<file path="src/rtl/demux12_stream.sv">
// 1-to-2 valid/ready stream demultiplexer with the route locked per packet and
// a one-entry registered slot per output. Optional beat counters: DEMUX12_STREAM_COUNT_EN.
module demux12_stream #(
  parameter int WIDTH = 8
) (
  input  logic             clk,
  input  logic             rst_n,
  input  logic [WIDTH-1:0] in_data,
  input  logic             in_sel,
  input  logic             in_last,
  input  logic             in_valid,
  output logic             in_ready,
  output logic [WIDTH-1:0] out0_data,
  output logic             out0_last,
  output logic             out0_valid,
  input  logic             out0_ready,
  output logic [WIDTH-1:0] out1_data,
  output logic             out1_last,
  output logic             out1_valid,
  input  logic             out1_ready,
`ifdef DEMUX12_STREAM_COUNT_EN
  output logic [15:0]      cnt0,
  output logic [15:0]      cnt1,
`endif
  output logic             busy
);

  localparam logic [0:0] ST_IDLE = 1'b0;
  localparam logic [0:0] ST_PKT  = 1'b1;

  logic [0:0]       state_q, state_d;
  logic             locked_sel_q, locked_sel_d;
  logic [WIDTH-1:0] out0_data_q, out0_data_d, out1_data_q, out1_data_d;
  logic             out0_last_q, out0_last_d, out1_last_q, out1_last_d;
  logic             out0_valid_q, out0_valid_d, out1_valid_q, out1_valid_d;
  logic             tgt_s, tgt_valid_s, tgt_ready_s, acc_s, acc0_s, acc1_s;

  // Target channel selection and input handshake; only the target slot gates the input.
  always_comb begin
    tgt_s       = (state_q == ST_PKT) ? locked_sel_q : in_sel;
    tgt_valid_s = tgt_s ? out1_valid_q : out0_valid_q;
    tgt_ready_s = tgt_s ? out1_ready : out0_ready;
    in_ready    = !tgt_valid_s || tgt_ready_s;
    acc_s       = in_valid && in_ready;
    acc0_s      = acc_s && !tgt_s;
    acc1_s      = acc_s && tgt_s;
  end

  // Packet framing FSM: the route is captured on the first beat of a multi-beat packet.
  always_comb begin
    state_d      = state_q;
    locked_sel_d = locked_sel_q;
    case (state_q)
      ST_IDLE: begin
        if (acc_s && !in_last) begin
          state_d      = ST_PKT;
          locked_sel_d = in_sel;
        end else begin
          state_d = ST_IDLE;
        end
      end
      ST_PKT: begin
        if (acc_s && in_last) begin
          state_d = ST_IDLE;
        end else begin
          state_d = ST_PKT;
        end
      end
      default: begin
        state_d      = ST_IDLE;
        locked_sel_d = 1'b0;
      end
    endcase
  end

  // Output slots: a load wins over a drain so back-to-back beats leave no bubble.
  always_comb begin
    out0_data_d  = out0_data_q;
    out0_last_d  = out0_last_q;
    out0_valid_d = out0_valid_q;
    out1_data_d  = out1_data_q;
    out1_last_d  = out1_last_q;
    out1_valid_d = out1_valid_q;
    if (acc0_s) begin
      out0_data_d  = in_data;
      out0_last_d  = in_last;
      out0_valid_d = 1'b1;
    end else if (out0_ready) begin
      out0_valid_d = 1'b0;
    end else begin
      out0_valid_d = out0_valid_q;
    end
    if (acc1_s) begin
      out1_data_d  = in_data;
      out1_last_d  = in_last;
      out1_valid_d = 1'b1;
    end else if (out1_ready) begin
      out1_valid_d = 1'b0;
    end else begin
      out1_valid_d = out1_valid_q;
    end
  end

  // State and slot registers.
  always_ff @(posedge clk or negedge rst_n) begin
    if (!rst_n) begin
      state_q      <= ST_IDLE;
      locked_sel_q <= 1'b0;
      out0_data_q  <= {WIDTH{1'b0}};
      out0_last_q  <= 1'b0;
      out0_valid_q <= 1'b0;
      out1_data_q  <= {WIDTH{1'b0}};
      out1_last_q  <= 1'b0;
      out1_valid_q <= 1'b0;
    end else begin
      state_q      <= state_d;
      locked_sel_q <= locked_sel_d;
      out0_data_q  <= out0_data_d;
      out0_last_q  <= out0_last_d;
      out0_valid_q <= out0_valid_d;
      out1_data_q  <= out1_data_d;
      out1_last_q  <= out1_last_d;
      out1_valid_q <= out1_valid_d;
    end
  end

  assign out0_data  = out0_data_q;
  assign out0_last  = out0_last_q;
  assign out0_valid = out0_valid_q;
  assign out1_data  = out1_data_q;
  assign out1_last  = out1_last_q;
  assign out1_valid = out1_valid_q;
  assign busy       = (state_q == ST_PKT);

`ifdef DEMUX12_STREAM_COUNT_EN
  logic [15:0] cnt0_q, cnt1_q;

  // Per-channel accepted-beat counters, wrapping naturally at 16 bits.
  always_ff @(posedge clk or negedge rst_n) begin
    if (!rst_n) begin
      cnt0_q <= 16'd0;
      cnt1_q <= 16'd0;
    end else begin
      cnt0_q <= cnt0_q + {15'd0, acc0_s};
      cnt1_q <= cnt1_q + {15'd0, acc1_s};
    end
  end

  assign cnt0 = cnt0_q;
  assign cnt1 = cnt1_q;
`endif

endmodule

</file>
<file path="config.mk">
export PLATFORM = sky130hd
export DESIGN_NAME = demux12_stream
export DESIGN_NICKNAME = d
export VERILOG_FILES = /design/src/rtl/demux12_stream.sv
export SDC_FILE = /design/constraint.sdc
export NUM_CORES = 1
export LEC_CHECK = 0
export CORE_MARGIN = 3
export CORE_UTILIZATION = 35
export CTS_BUF_LIST = sky130_fd_sc_hd__clkbuf_4 sky130_fd_sc_hd__clkbuf_8
export CTS_CLUSTER_SIZE = 16
export DETAILED_ROUTE_END_ITERATION = 6
export DONT_BUFFER_PORTS = 1
export GPL_TIMING_DRIVEN = 0
export PLACE_DENSITY = 0.52
export SLEW_MARGIN = 20
export SYNTH_ARGS = -nofsm -noshare
export SYNTH_HDL_FRONTEND = slang
export SYNTH_SLANG_ARGS = --single-unit
</file>
<file path="constraint.sdc">
create_clock -name clk -period 2 [get_ports clk]
set_clock_uncertainty 0.15 [all_clocks]
set_input_delay 0.5 -clock clk [delete_from_list [all_inputs] [get_ports clk]]
set_output_delay 0.5 -clock clk [all_outputs]
set_load 0.05 [all_outputs]
</file>
# After elaboration in Yosys (flattened, before gate mapping)
# Cells that the tools add are included.
# totals
reg_bits,22
out_inout_bits,22
in_bits,15
word_cells,31
# op_classes
reduce_logical,12
bitwise,1
n_mux,10
# op_table
op,count
two-way mux 1 bit,9
logical AND 1 bit,5
nonzero test 2 bit,2
zero test 1 bit,3
one-hot mux 1 bit (2 select lines),1
AND reduction 2 bit,1
logical OR 1 bit,1
NOT 1 bit,1

# Depth between registers and ports, before layout
# depth
word_depth,8
depth_mapped,5
ltp_nobuf,4

# Least setup slack after synthesis
# Ideal clock, no wire load.
# synth_timing
kind,reg-to-output
start,reg with a tool-made name
end,out in_ready
required_ns,1.350
path_slack_ns,-0.163
arrival_time_ns,1.513
path_stages_with_launch,3
n_path_buf,0
path_cell_list,dfrtp_1 > mux2i_1 > mux2_2
# synth_rtl
element,line_no,source
to (decl),12,"output logic in_ready,"

==> impl_results.md <==
- Run status: complete, but fails checks
- Violated checks: negative setup slack
- Area of the core region: 2520 um^2
- Most used routing layer in global routing: met2
- Endpoints failing setup: 1
- Normalized max-slew margin: around two thirds
- Post-DP HPWL: ~1100 um
- GPL Wtd Cong: ~0.6
- Mapped Area: 941 um^2
- CTS tree: built
- Number of buffer cells added on primary ports: 0
- GRT met2 Usage: between 10% and 20%
- Number of levels in the clock H-tree: 1
- Global routing usage summed across all routing layers: 10.9%
- Residual DRC count: 0
- Critical path start-end classification: register to primary output
- Post-synth top area cell: dfrtp_1
- Sum of negative setup slack: -238 ps
- Capture instance of the worst register-to-register path: locked_sel_q$_DFFE_PN0P_
- Max Freq: between 400 and 500 MHz
- Number of storage elements in the synthesis netlist: 22
- Worst hold start: in_data[4]
- Drt total wl: between 1500 and 2000 um
- Die Y-Extent: approximately 58 um
- Routed wire per std cell: 18.1 um
- Fill cells: around 230
- Count of cell types in the netlist: 14
- Worst endpoint required time: approximately 1400 ps
- Placed Cells: 84
- Hold EP: out1_data[4]$_DFFE_PN0P_
- Deepest clock path buffer count: 2
- Synth-to-Final Area Change: 14.0%
- Insertion delay of the later-clocked pin in the worst-skew pair: approximately 310 ps
- Die width: just under 60 um
- Final core utilization: 42.5%
- Critical path arrival: around 1600 ps
- DR iter-0 viols: 15
- Area share of the largest cell type after synthesis: 58.5%
- Least-Margin Pin Slew: between 500 and 600 ps
- Initial standard-cell utilization of the core: approximately 37%
- Min-delay worst type: primary input to register
- Crit-path slowest cell: dfrtp_4
- Worst-path fanout max: 4
- Largest cells by area after synthesis: dfrtp_1 (59%), mux2_4 (22%), mux2_2 (6.0%), nand3b_4 (2.1%), buf_8 (1.6%)
- Minimum period implied by the final worst setup slack: approximately 2200 ps
- I/O pin count: 37
- Vias per std cell: roughly 5
- Fin cells: slightly above 90
- Initial DRT Pass Iterations: 4
- First-pass GRT wire length: ~2700 um
- Remaining number of nets flagged by the antenna check after routing: 0
- Mean Syn Cell Area: 17.4 um^2
- Largest net degree at the start of global routing: 23
- Met1 usage: 13.0%
- Net count after synthesis: between 60 and 70
- Part of the cycle the worst path needs: 112%
- Post-CTS clock slew at the launch and capture registers of the worst setup and hold paths: ~120 ps
- Via count of the first global-routing pass: roughly 510
- Fraction of final layout cells with drive strength greater than 1: 58.1%
- Total number of vias: approximately 470
- Hold depth: 1
- Kind of launch point of the worst setup path: register
- Remaining global-route overflow: 0
- Fin nets: 78
- Cell count of the worst reg-to-reg path: 5
- Setup slack, reg-to-reg: 10 ps
- Gate count of the mapped netlist: 54
- Count of clock tree sinks: 22
- Warning count from the yosys run: 0
- Antenna cell count: 0
- Number of slew-limit violations in the final report: 0
- RSZ-0062 raised after global routing: true
- Total number of placement rows: 18
- Share of the yosys chip area belonging to registers: about three fifths
- Max-cap viol count: 0
- Delay contributed by the slowest stage of the critical path: just under 600 ps
- Number of antenna violations at the first check in global routing: 0
- Total clock buffers created by CTS: 3
- Final hold violation count: 0
- List of cells traversed by the critical path: mux2i_4, mux2_4
- Met3 Track Usage GR: under 10%
- Die area: between 3000 and 4000 um^2
- Post-route worst setup slack: -238 ps
- Kind of end point of the critical path: primary output
- Root buf cell: clkbuf_4
-- what timing repair did --
item,4_1_cts,5_1_grt
hold buffers,1,1
setup endpoints to repair,1,2
pin swaps,1,1
resized for setup,5,2
gates cloned,0,0
setup buffers,1,1
endpoints found under the hold margin,22,2
-- metal layers --
| metal | up-vias | part of all wire, % | wire (um) |
|---|---|---|---|
| met5 | - | 0 | 0 |
| met4 | 0 | 0.90 | 15 |
| met3 | 2 | 11 | 187 |
| met2 | 24 | 48 | 799 |
| met1 | 233 | 40 | 660 |
| li1 | 209 | - | - |
-- worst max-delay path, delay by kind of cell (launching register included) --
kind / cells / cell delay (ps)
flops: 1 / 580
mux: 2 / 690
-- sequential cells by signal, summed over array words and instances, names as in the netlist, named ones only --
signal,count
out1_valid,1
locked_sel_q,1
out0_valid,1
out0_last,1
out1_last,1
out0_data,8
out1_data,8
-- kinds of logic after synthesis --
logic type	share of synthesized area, %
multiplexers	30.6
flip-flops	58.5
AO/OA/AOI/OAI	2.79
buffers and inverters	2.79
AND/OR/NAND/NOR	5.32
-- synthesized netlist by cell type (all sizes together) --
cell,n
nand3,1
a211oi,1
mux2,20
a21oi,1
a31o,1
nand2,2
buf,2
nand2b,2
dfrtp,22
nand3b,1
mux2i,1
-- cell usage in the layout (no fill, tap or decap), drive strengths merged --
cell         count
mux2i            1
dfrtp           22
nand3            1
clkbuf           4
nand3b           1
mux2            20
dlygate4sd3      1
a211oi           1
a21oi            1
nand2            2
nand2b           2
buf              5
a31o             1
-- stage by stage --
step	setup WS, ps	cell area, um^2	hold slack (ps)
final	-238	1070	176
after floorplan	18.4	946	54.4
after detailed placement	-33.8	983	55.0
after CTS	-249	1050	163
after global routing	-300	1070	143
after global placement	-34.4	983	54.9
-- final cells by class --
class                   instances  area, um^2  share of cell area (%)
multi-input cells              30         392                    36.5
repair buffers                  4        30.0                    2.80
clock buffers                   4        30.0                    2.80
plain buffers                   2        26.3                    2.45
flip-flops and latches         22         557                    51.9
well taps                      30        37.5                    3.50
-- worst max path at each step --
stage,to,cells past startpoint
2_1_floorplan,in_ready,2
3_3_place_gp,in_ready,2
3_5_place_dp,in_ready,2
4_1_cts,in_ready,2
5_1_grt,in_ready,2
6_report,in_ready,2
Power is left out: the tool's default activity adds up to more than one toggle a clock period on the data nets, which glitch-free logic cannot reach.
